$ cat src/rtl/sine_pkg.sv
// rtl/sine_pkg.sv - shared state enum and default constants for the DDS ROM reader
package sine_pkg;

    typedef enum logic {
        ST_IDLE = 1'b0,
        ST_RUN  = 1'b1
    } dds_state_e;

    localparam int TICK_DIV_DEF = 1000;
    localparam int ACC_W_DEF    = 32;
    localparam int ADDR_W_DEF   = 6;
    localparam int DATA_W_DEF   = 32;

    // Reset tuning word is 1 << shift: one ROM address per tick.
    function automatic int ftw_reset_shift(input int acc_w, input int addr_w);
        return acc_w - addr_w;
    endfunction

endpackage

$ cat src/rtl/dds_rom_reader_tick_counter.sv
// rtl/dds_rom_reader_tick_counter.sv - sample-tick divider, held at zero while not running
module tick_counter
    import sine_pkg::*;
#(
    parameter int DIV = TICK_DIV_DEF
) (
    input  logic clk,
    input  logic rst_n,
    input  logic clr,
    input  logic run,
    output logic tick
);

    localparam int CW = (DIV > 1) ? $clog2(DIV) : 1;
    localparam logic [CW-1:0] LAST = CW'(DIV - 1);

    logic [CW-1:0] cnt_q, cnt_d;

    always_comb begin
        cnt_d = cnt_q;
        if (clr || !run || cnt_q == LAST) begin
            cnt_d = '0;
        end else begin
            cnt_d = cnt_q + 1'b1;
        end
    end

    always_ff @(posedge clk or negedge rst_n) begin
        if (!rst_n) begin
            cnt_q <= '0;
        end else begin
            cnt_q <= cnt_d;
        end
    end

    // A clear in the terminal cycle swallows the tick.
    assign tick = run && !clr && (cnt_q == LAST);

endmodule

$ cat src/rtl/dds_rom_reader.sv
// rtl/dds_rom_reader.sv - phase-accumulator DDS driving an external synchronous sine ROM
module dds_rom_reader
    import sine_pkg::*;
#(
    parameter int TICK_DIV = TICK_DIV_DEF,
    parameter int ACC_W    = ACC_W_DEF,
    parameter int ADDR_W   = ADDR_W_DEF,
    parameter int DATA_W   = DATA_W_DEF,
    parameter logic [ACC_W-1:0] FTW_RESET = ACC_W'(1) << ftw_reset_shift(ACC_W, ADDR_W)
) (
    input  logic              clk,
    input  logic              rst_n,
    input  logic              enable,
    input  logic              sync_clr,
    input  logic [ACC_W-1:0]  ftw,
    input  logic              ftw_valid,
    output logic              ftw_ready,
    output logic [ADDR_W-1:0] rom_addr,
    output logic              rom_en,
    input  logic [DATA_W-1:0] rom_data,
    output logic [DATA_W-1:0] sample,
    output logic              sample_valid,
    output logic              wrap
);

    logic rst_meta_q, rst_sync_q;

    always_ff @(posedge clk or negedge rst_n) begin
        if (!rst_n) begin
            rst_meta_q <= 1'b0;
            rst_sync_q <= 1'b0;
        end else begin
            rst_meta_q <= 1'b1;
            rst_sync_q <= rst_meta_q;
        end
    end

    dds_state_e state_q, state_d;

    always_comb begin
        state_d = state_q;
        case (state_q)
            ST_IDLE: if (enable && rst_sync_q) state_d = ST_RUN;
            ST_RUN:  if (!enable) state_d = ST_IDLE;
            default: state_d = ST_IDLE;
        endcase
    end

    logic run, tick;
    assign run = (state_q == ST_RUN);

    tick_counter #(.DIV(TICK_DIV)) u_tick (
        .clk   (clk),
        .rst_n (rst_n),
        .clr   (sync_clr),
        .run   (run),
        .tick  (tick)
    );

    logic [ACC_W-1:0]  acc_q, acc_d, ftw_active_q, ftw_active_d, slot_q, slot_d;
    logic              slot_full_q, slot_full_d;
    logic [ADDR_W-1:0] rom_addr_q, rom_addr_d;
    logic              rom_en_q, rom_en_d, wrap_q, wrap_d;
    logic [ACC_W:0]    sum;
    logic              accept;

    assign sum    = {1'b0, acc_q} + {1'b0, ftw_active_q};
    assign accept = ftw_valid && !slot_full_q;

    always_comb begin
        acc_d        = acc_q;
        ftw_active_d = ftw_active_q;
        slot_d       = slot_q;
        slot_full_d  = slot_full_q;
        rom_addr_d   = rom_addr_q;
        rom_en_d     = 1'b0;
        wrap_d       = 1'b0;
        if (accept) begin
            slot_d      = ftw;
            slot_full_d = 1'b1;
        end
        if (sync_clr) begin
            acc_d = '0;
        end else if (tick) begin
            // Address comes from the pre-add phase; a staged word takes effect on the next add.
            rom_addr_d = acc_q[ACC_W-1 -: ADDR_W];
            rom_en_d   = 1'b1;
            wrap_d     = sum[ACC_W];
            acc_d      = sum[ACC_W-1:0];
            if (slot_full_q) begin
                ftw_active_d = slot_q;
                slot_full_d  = 1'b0;
            end
        end
    end

    logic              cap_q;
    logic [DATA_W-1:0] sample_q;

    always_ff @(posedge clk or negedge rst_n) begin
        if (!rst_n) begin
            state_q      <= ST_IDLE;
            acc_q        <= '0;
            ftw_active_q <= FTW_RESET;
            slot_q       <= '0;
            slot_full_q  <= 1'b0;
            rom_addr_q   <= '0;
            rom_en_q     <= 1'b0;
            wrap_q       <= 1'b0;
            cap_q        <= 1'b0;
            sample_q     <= '0;
        end else begin
            state_q      <= state_d;
            acc_q        <= acc_d;
            ftw_active_q <= ftw_active_d;
            slot_q       <= slot_d;
            slot_full_q  <= slot_full_d;
            rom_addr_q   <= rom_addr_d;
            rom_en_q     <= rom_en_d;
            wrap_q       <= wrap_d;
            cap_q        <= rom_en_q;
            if (cap_q) sample_q <= rom_data;
        end
    end

    // The ROM word is presented during the capture cycle and then held.
    assign sample       = cap_q ? rom_data : sample_q;
    assign sample_valid = cap_q;
    assign ftw_ready    = !slot_full_q;
    assign rom_addr     = rom_addr_q;
    assign rom_en       = rom_en_q;
    assign wrap         = wrap_q;

endmodule
$ cat config.mk
export PLATFORM = sky130hd
export DESIGN_NAME = dds_rom_reader
export DESIGN_NICKNAME = d
export VERILOG_FILES = /design/src/rtl/sine_pkg.sv /design/src/rtl/dds_rom_reader_tick_counter.sv /design/src/rtl/dds_rom_reader.sv
export SDC_FILE = /design/constraint.sdc
export NUM_CORES = 1
export LEC_CHECK = 0
export CAP_MARGIN = 20
export CORE_ASPECT_RATIO = 1.1
export CORE_MARGIN = 8
export CORE_UTILIZATION = 50
export CTS_CLUSTER_SIZE = 28
export DETAILED_ROUTE_END_ITERATION = 8
export PLACE_DENSITY = 0.74
export SYNTH_ARGS = -nofsm -noshare
export SYNTH_HDL_FRONTEND = slang
export SYNTH_SLANG_ARGS = --single-unit
export TNS_END_PERCENT = 5
$ cat constraint.sdc
create_clock -name clk -period 5.3 [get_ports clk]
set_input_delay 0.795 -clock clk [delete_from_list [all_inputs] [get_ports clk]]
set_output_delay 0.795 -clock clk [all_outputs]
set_load 0.005 [all_outputs]
## After elaboration in Yosys (flattened, before gate mapping)

Cells that the tools add are included.

- $add $sub $neg: 2
- Eq/ne operators: 1
- Mux-type cells: 15
- Bitwise gates (word level): 2
- Reduce and logical (&&, ||, !) cells: 12

Operator list:

| kind | count |
|---|---|
| $mux 32 | 3 |
| $add 32x32->33 | 1 |
| $add 10x1->10 const B | 1 |
| $eq 10x10->1 const B | 1 |
| $mux 1 | 10 |
| $mux 10 | 1 |
| $logic_and 1x1->1 | 4 |
| $logic_not 1->1 | 3 |
| $reduce_and 3->1 | 1 |
| $logic_or 1x1->1 | 2 |
| $not 1->1 | 2 |
| $pmux 1 s2 | 1 |
| $reduce_and 2->1 | 1 |
| $reduce_bool 2->1 | 1 |

- Bits in registers: 151
- Input bits: 69
- Output and inout bits: 42
- Word-level logic and storage cells: 45

## Depth between registers and ports, before layout

Gate-level depths: netlist (run 1).

- Depth in word-level cells: 6
- Gate-level depth with buffers: 10
- Gate-level depth less buffers: 10

## Cells and area by module

Synthesis (run 1) repeated with hierarchy kept, for this count alone.

- Cell total of the unflattened synthesis: 684
- Area, all modules: 7647.3 sq um

By module, submodules not included:

| module | instances | cells an instance | area each (sq um) | sequential area each (sq um) |
|---|---|---|---|---|
| dds_rom_reader | 1 | 632 | 7120.6 | 3529.6 |
| tick_counter | 1 | 52 | 526.8 | 250.2 |

## Least setup slack after synthesis (run 1)

No wires, ideal clock.

- Path kind: flip-flop to flip-flop
- Start: register acc_q[0]
- End: register acc_q[28]
- Library setup time: 0.092 ns
- Data arrival time: 2.342 ns
- Required time: 5.208 ns
- Setup slack: 2.866 ns
- Cell stages (with the launch flop): 11
- Path buffers: 0
- Period minus slack after synthesis: 2.434 ns
- Cell sequence: dfrtp_1 > ha_1 > inv_1 > fa_1 > and2b_1 > o2111ai_1 > a21oi_2 > o21bai_2 > or3_1 > and4_4 > o31ai_2

- Cells in the longest elaborated chain, start to end: 3

Ends and longest elaborated chain:

| item | line | RTL |
|---|---|---|
| start, declared | dds_rom_reader.sv:60 | `logic [ACC_W-1:0] acc_q, acc_d, ftw_active_q, ftw_active_d, slot_q, slot_d;` |
| start signal, assigned | dds_rom_reader.sv:103 | `acc_q <= '0;` |
| start signal, assigned | dds_rom_reader.sv:114 | `acc_q <= acc_d;` |
| $add 32x32->33 | dds_rom_reader.sv:67 | `assign sum = {1'b0, acc_q} + {1'b0, ftw_active_q};` |
| $mux 32 | dds_rom_reader.sv:84 | `end else if (tick) begin` |
| $mux 32 | dds_rom_reader.sv:82 | `if (sync_clr) begin` |

Every way passes these cells. The select of a mux whose other input is x is not followed.
A chain may end at the register's enable or synchronous reset.

## Worst setup path in the final report (run 1)

- Start: register cap_q, in the netlist sample_valid
- End: output port sample[21]

- Cells in the longest elaborated chain, start to end: 1

Ends and longest elaborated chain:

| item | line | RTL |
|---|---|---|
| start, declared | dds_rom_reader.sv:97 | `logic cap_q;` |
| start signal, assigned | dds_rom_reader.sv:121 | `cap_q <= rom_en_q;` |
| $mux 32 | dds_rom_reader.sv:127 | `assign sample = cap_q ? rom_data : sample_q;` |
| end, declared | dds_rom_reader.sv:21 | `output logic [DATA_W-1:0] sample,` |

Every way passes these cells.

==> results.txt, run 1 <==
----------------------------------------------------
[STA]
  Final total negative setup slack ... 0 ps
  Final Hold Fails ... 0
  Max-slew violation total from the final report ... 0
  Fin crit period ... slightly below 3000 ps
  Setup ws final ... about 2300 ps
  Setup repair after global routing missed its margin ... no
  Actual transition at the worst max-transition pin ... about 900 ps
  Maximum clock frequency ... 339 MHz
  Final Skew ... around 8.0 ps
  Post-route fraction of the period consumed by the critical path ... 55.7%
  Final setup violation count ... 0
  Worst max-slew margin expressed relative to the limit ... 40.4%

[Logic synthesis]
  Number of nets in the synthesized netlist ... 772
  Post-synthesis cell count ... 669
  Post-synth EDFFs ... 0
  Flip-flop cell with the highest count after synthesis ... sky130_fd_sc_hd__dfrtp_1
  Count leader, synth ... sky130_fd_sc_hd__dfrtp_1
  Post-Synthesis Mean Instance Area ... between 10 and 15 um^2
  Share of the yosys chip area belonging to registers ... 50.0%
  Synth area leaders ... sky130_fd_sc_hd__dfrtp_1, sky130_fd_sc_hd__mux2_2, sky130_fd_sc_hd__ha_1, sky130_fd_sc_hd__nand3_1, sky130_fd_sc_hd__nand2_1
  Largest area contributor in the netlist ... sky130_fd_sc_hd__dfrtp_1
  Total number of yosys warnings ... 0
  Number of library cell types mapped by synthesis ... 69
  Portion of synthesized cell area occupied by the leading cell type ... approximately half
  Post-synthesis cell area ... around 7600 um^2
  Number of storage elements in the synthesis netlist ... between 150 and 200
  Proportion of synthesized flip-flops having asynchronous set or reset ... 100%
  List of most frequent post-synthesis cells ... sky130_fd_sc_hd__dfrtp_1, sky130_fd_sc_hd__mux2_2, sky130_fd_sc_hd__nand2_1, sky130_fd_sc_hd__nand3_1, sky130_fd_sc_hd__a21oi_1

[GRT]
  Wire length of the first global-routing pass ... about 28000 um
  GR Util All Layers ... roughly 17%
  Residual overflow from global routing ... 0
  Largest net degree at the start of global routing ... just over 100
  Number of global-route vias before repair ... 5688
  Number of antenna violations at the first check in global routing ... 0

[Route]
  First-pass detailed-route iteration total ... 6
  Detailed-route wire length per cell ... 16.6 um
  DRT antenna net count ... 0
  Post-detailed-route via-to-cell ratio ... around 5.5
  Count of vias placed by the detailed router ... approximately 5400
  Detailed router's first-iteration violation count ... around 240
  DRC ... 0
  Total routed wirelength ... 16300 um

[Clocking]
  Clk slew on worst S/H paths ... 60 ps
  Worst skew pair latency ... 430 ps
  H-tree level count ... 4
  Setup bufs post-CTS ... 0
  Clock root buffer master ... sky130_fd_sc_hd__clkbuf_16
  Hold bufs inserted after CTS ... 0
  Clock buffers created by TritonCTS ... 17
  Sink Count ... 151
  CTS tree ... yes
  Clock tree buffer depth ... 2
  Post_cts resized ... 0

[Cells and area]
  Signed area change from the synthesized netlist to the final layout ... 24.5%
  Number of antenna diodes ... 0
  Fraction of final layout cells sized beyond drive strength 1 ... approximately a fifth
  Final-stage net count ... between 800 and 900
  Final Non-Filler Cells ... between 900 and 1000

[Pwr]
  Highest ir drop seen on vdd ... around 0.18 mV
  Cell leakage power ... 4.29 nW
  Overall power after layout ... approximately 2.7 mW
  Power per cell area ... 283 nW/um^2

[Worst setup path]
  Top Family by Delay on Critical Path ... buffers and inverters
  Maximum fanout encountered on the critical timing path ... 23
  Crit-path max cell delay ... between 600 and 700 ps
  Setup crit start kind ... register
  Crit path capture type ... output port
  CP Data Arrival Time ... roughly 2200 ps
  Worst path slowest cell ... sky130_fd_sc_hd__dfrtp_1
  CP bufs+invs ... 2
  Cells traversed along the worst timing path ... buf_16, mux2_2, clkdlybuf4s50_1
  Required @ worst endpoint ... between 4000 and 5000 ps
  Crit Path Class ... register to output port

[Place]
  Detailed placement HPWL ... about 12000 um
  Cells after DPL ... 949
  Count of buffers inserted at the top-level ports ... 110
  Placement-stage worst setup slack ... roughly 2400 ps
  Weighted congestion at the end of routability-driven global placement ... slightly above 0.9

[Die]
  I/O pins ... roughly 110
  Number of rows in the core area ... 47
  Floorplan die height ... 145 um
  Core region area ... about 15000 um^2
  Effective utilization at floorplan ... between 50% and 60%
  Die ar. ... just under 20000 um^2
  Horizontal die dimension ... around 130 um

[Job]
  Number of max-cap violations ... 0

[Run status]
  Outcome ... completed

[Worst hold path]
  Worst min-delay path category ... register to register

----------------------------------------------------
cell families (layout without fill, tap and decap cells):
family / Yosys count / in the layout / share of synthesized area (%)
muxes: 97 / 97 / 14.4
xor gates and xnor gates: 25 / 25 / 2.90
and+or+nand+nor: 177 / 177 / 11.9
DFF: 151 / 151 / 50.0
adders and majority gates: 34 / 34 / 5.73
buffers and inverters: 45 / 162 / 2.68
other: 1 / 1 / 0.0496
AOI/OAI and AO/OA: 139 / 139 / 12.3
placed cells by master (no fill, tap or decap), drive strengths merged, types with 3 or more instances in the layout:
cell type      instances
dfrtp                150
clkdlybuf4s50        109
mux2                  96
nand2                 49
nand3                 38
o21ai                 37
a21oi                 36
ha                    33
nor2                  25
inv                   23
clkbuf                17
nor3                  14
xnor2                 13
xor2                  12
a21o                  11
or3                   10
and3                   9
o21a                   8
nand4                  8
o21bai                 7
buf                    7
a31oi                  6
nor2b                  5
nand2b                 5
o31ai                  5
o211ai                 5
a211oi                 4
o2111ai                4
clkinv                 4
a31o                   3
or4                    3
nor3b                  3
worst register-to-register path: stages (launching register included):
cell	delay [ps]
sky130_fd_sc_hd__dfrtp_1	390
sky130_fd_sc_hd__ha_1	200
sky130_fd_sc_hd__inv_1	60
sky130_fd_sc_hd__fa_1	410
sky130_fd_sc_hd__and2b_1	250
sky130_fd_sc_hd__o2111ai_1	150
sky130_fd_sc_hd__a21oi_2	290
sky130_fd_sc_hd__o31ai_2	150
sky130_fd_sc_hd__a2111oi_2	580
sky130_fd_sc_hd__nor3_1	100
sky130_fd_sc_hd__o31ai_1	230
routing by layer:
layer  up-vias  GRT usage (%)  part of all wire (%)  routed length [um]
met1      2619           21.9                    45                7410
li1       2633              -                     -                   -
met5         -              0                     0                   0
met2       165           28.3                    47                7690
met4         0           7.03                   2.2                 353
met3        31           4.42                   5.4                 881
layout make-up:
class / count / area (um^2)
sequential: 151 / 3780
fill: 1160 / 5530
inverter: 14 / 52.6
clock buffer: 17 / 425
tap: 196 / 245
timing repair buffer: 116 / 1170
clock inverter: 15 / 158
multi-input combinational: 473 / 3580
per-stage QoR:
step,utilization (%),area (um^2),hold slack (ps)
2_1_floorplan,-,7560,331
4_1_cts,62.8,9380,349
3_3_place_gp,58.9,8790,334
3_5_place_dp,58.9,8790,335
6_report,63.0,9400,347
5_1_grt,63.0,9400,351
sequential cells by signal (all words and copies together), names as in the netlist, 6 cells and up:
| name | flops |
|---|---|
| acc_q | 32 |
| ftw_active_q | 32 |
| rom_addr | 6 |
| sample_q | 32 |
| slot_q | 32 |
| u_tick.cnt_q | 10 |
power by group:
group | switching (mW) | total [mW] | internal [mW]
sequential | 0.0471 | 1.30 | 1.25
combinational | 0.0604 | 0.181 | 0.120
clock | 0.517 | 1.18 | 0.666
path summary, 6_finish.rpt:
kind	slack, ps	from	cells after the start	endpoint
max reg2reg	2400	ftw_active_q[0]	10	acc_q[30]
min in group asynchronous	450	rst_n	1	sample_q[7]
min	350	rst_meta_q	0	rst_sync_q
min reg2reg	350	rst_meta_q	0	rst_sync_q
max	2350	sample_valid	3	sample[21]
max in group asynchronous	3700	rst_n	2	acc_q[8]
(Power assumes the default switching activity.)
==> run 2, diff against run 1 <==
clock period = 3.1 ns   (was 5.3 ns; I/O delays follow)
==> results.txt, run 2 (synthesized netlist as in run 1, its figures left out) <==
----------------------------------------------------
[Place]
  Count of buffers inserted at the top-level ports ... 110 (unchanged)
  Post-DP Area ... 8860 um^2 (was 8790 um^2)
  Weighted congestion at the end of routability-driven global placement ... 0.872 (was 0.911)
  Detailed placement HPWL ... 12500 um (was 11700 um)

[Route]
  Met2 Wirelength ... 8220 um (was 7690 um)
  Detailed router's first-iteration violation count ... 366 (was 235)
  DRC ... 0 (unchanged)
  Met3 wire length ... 891 um (was 881 um)
  Post-detailed-route via-to-cell ratio ... 5.60 (was 5.55)
  Total routed wirelength ... 17000 um (was 16300 um)
  DRT antenna net count ... 0 (unchanged)
  First-pass detailed-route iteration total ... 4 (was 6)
  Detailed-route wire length per cell ... 17.2 um (was 16.6 um)
  Highest routing layer actually used ... met4 (unchanged)
  Count of vias placed by the detailed router ... 5533 (was 5448)
  Met1 Routed Length ... 7570 um (was 7410 um)

[STA]
  Final Hold Slack ... 354 ps (was 347 ps)
  Final Skew ... 11.3 ps (was 7.99 ps)
  Final setup violation count ... 0 (unchanged)
  Worst max-slew margin expressed relative to the limit ... 64.2% (was 40.4%)
  Setup repair after global routing missed its margin ... no (unchanged)
  Max-slew violation total from the final report ... 0 (unchanged)
  Post-route fraction of the period consumed by the critical path ... just under 90%
  Final total negative setup slack ... 0 ps (unchanged)
  Fin crit period ... between 2000 and 3000 ps
  Final Hold Fails ... 0 (unchanged)
  Actual transition at the worst max-transition pin ... 537 ps (was 895 ps)
  Maximum clock frequency ... ~370 MHz

[Clocking]
  Clock tree buffer depth ... 2 (unchanged)
  Worst skew pair latency ... 430 ps (about the same)
  H-tree level count ... 4 (unchanged)
  CTS tree ... yes (unchanged)
  Setup bufs post-CTS ... 0 (unchanged)
  Clk slew on worst S/H paths ... 60 ps (about the same)
  Clock root buffer master ... sky130_fd_sc_hd__clkbuf_16 (unchanged)
  Sink Count ... 151 (unchanged)
  Clock buffers created by TritonCTS ... 17 (unchanged)

[Pwr]
  Power per cell area ... 488 nW/um^2 (was 283 nW/um^2)
  Cell leakage power ... 4.33 nW (was 4.29 nW)
  Overall power after layout ... 4.62 mW (was 2.66 mW)
  Highest ir drop seen on vdd ... 0.329 mV (was 0.185 mV)

[Worst setup path]
  Required @ worst endpoint ... 3430 ps (was 4510 ps)
  Setup crit start kind ... register (unchanged)
  Cells traversed along the worst timing path ... ha_1, inv_1, fa_1, and2b_1, o2111ai_1, a21oi_2, o21bai_2, or3_1, and4_4, o31ai_2 (was buf_16, mux2_2, clkdlybuf4s50_1)
  Maximum fanout encountered on the critical timing path ... 4 (was 23)
  CP Data Arrival Time ... 3010 ps (was 2160 ps)
  Crit path capture type ... register (was output port)
  Number of cells traversed by the worst register-to-register path ... 10 (unchanged)
  Worst path slowest cell ... sky130_fd_sc_hd__or3_1 (was sky130_fd_sc_hd__dfrtp_1)
  Crit-path max cell delay ... 410 ps (was 660 ps)
  Critical register-to-register path startpoint ... acc_q[0] (was ftw_active_q[0])
  Startpoint of the most critical setup path ... acc_q[0] (was sample_valid)
  Crit Path Class ... register to register (was register to output port)

[Worst hold path]
  Worst min-delay path category ... register to register (unchanged)
  Number of cells on the worst hold path ... 0 (unchanged)
  Hold path startpoint ... rst_meta_q (unchanged)

[GRT]
  Number of antenna violations at the first check in global routing ... 0 (unchanged)
  Largest net degree at the start of global routing ... 102 (was 103)
  Wire length of the first global-routing pass ... 29100 um (was 27800 um)
  Number of global-route vias before repair ... 5969 (was 5688)
  Residual overflow from global routing ... 0 (unchanged)
  GR Util All Layers ... 18.3% (was 17.5%)

[Cells and area]
  Number of antenna diodes ... 0 (unchanged)
  Share of the core filled with cells ... 63.4% (was 63.0%)
  Storage cell area ... 3780 um^2 (unchanged)
  Leading cell type in the layout, fill and taps excluded ... sky130_fd_sc_hd__dfrtp_1 (unchanged)
  Final-stage net count ... 882 (was 876)
  Signed area change from the synthesized netlist to the final layout ... 25.4% (was 24.5%)
  Area of the multi-input gates ... 3580 um^2 (unchanged)
  Count of fill cells added during filler insertion ... 1248 (was 1160)
  Final standard cell area without fillers ... 9480 um^2 (was 9400 um^2)
  Top library cells by usage in the layout, fill and taps aside ... sky130_fd_sc_hd__dfrtp_1, sky130_fd_sc_hd__clkdlybuf4s50_1, sky130_fd_sc_hd__mux2_2, sky130_fd_sc_hd__nand2_1, sky130_fd_sc_hd__nand3_1 (unchanged)
  Fraction of final layout cells sized beyond drive strength 1 ... 20.3% (was 19.8%)

[Die]
  Effective utilization at floorplan ... 50.6% (unchanged)
  Core region area ... 14900 um^2 (unchanged)
  Floorplan die height ... 145 um (unchanged)
  I/O pins ... 111 (unchanged)
  Die ar. ... 19300 um^2 (unchanged)
  Horizontal die dimension ... 133 um (unchanged)
  Number of rows in the core area ... 47 (unchanged)

[Run status]
  Outcome ... completed (unchanged)

[Job]
  Number of max-cap violations ... 0 (unchanged)

----------------------------------------------------
run 2: changes by cell type in the layout (fill, tap and decap cells not counted), sizes merged:
cell         previous run  this run
buf                     7        12
inv                    23        19
clkinvlp                1         3
bufinv                  1         2
clkbuf                 17        18
dlygate4sd3             0         1
run 2: critical path, delay by kind of cell, from the launching register on:
family                   cells  cell delay, ps
adder cells (fa/ha/maj)      2             580
buffers and inverters        1              60
flip-flops                   1             360
AO/OA/AOI/OAI                4             720
AND/OR/NAND/NOR              3             860
run 2: worst paths after layout:
| kind | end | slack, ps |
|---|---|---|
| setup / recovery | acc_q[28] | 420 |
| hold / removal | rst_sync_q | 350 |
| setup reg to reg | acc_q[28] | 420 |
| hold reg to reg | rst_sync_q | 350 |
| max in group asynchronous | acc_q[3] | 1680 |
| min in group asynchronous | sample_q[1] | 540 |
run 2: cell type report:
class / count / share of cell area [%]
sequential: 151 / 39.9
tap: 196 / 2.59
clock buffer: 18 / 4.63
clock inverter: 14 / 1.72
inverter: 14 / 0.555
timing repair buffer: 122 / 12.9
multi-input combinational: 473 / 37.7
run 2: layer usage:
layer | vias up | global-route usage (%)
met3 | 21 | 5.08
met1 | 2712 | 22.7
met2 | 159 | 30.0
met5 | - | 0
met4 | 0 | 6.69
li1 | 2641 | -
run 2: power breakdown:
| group | total [mW] | switching (mW) | internal (mW) |
|---|---|---|---|
| sequential | 2.22 | 0.0856 | 2.14 |
| combinational | 0.317 | 0.108 | 0.209 |
| clock | 2.08 | 0.858 | 1.23 |
| total | 4.62 | 1.05 | 3.57 |
run 2: repair_timing:
action                     in CTS  in global routing
hold endpoints to repair       50                  0
hold buffers                    1                  0
setup endpoints to repair       0                  0
resized for setup               0                  0
run 2: metrics by stage:
stage,worst slack (ps),cells
floorplan,666,669
global placement,550,955
detailed placement,473,955
CTS,421,988
global route,282,988
finish,421,988
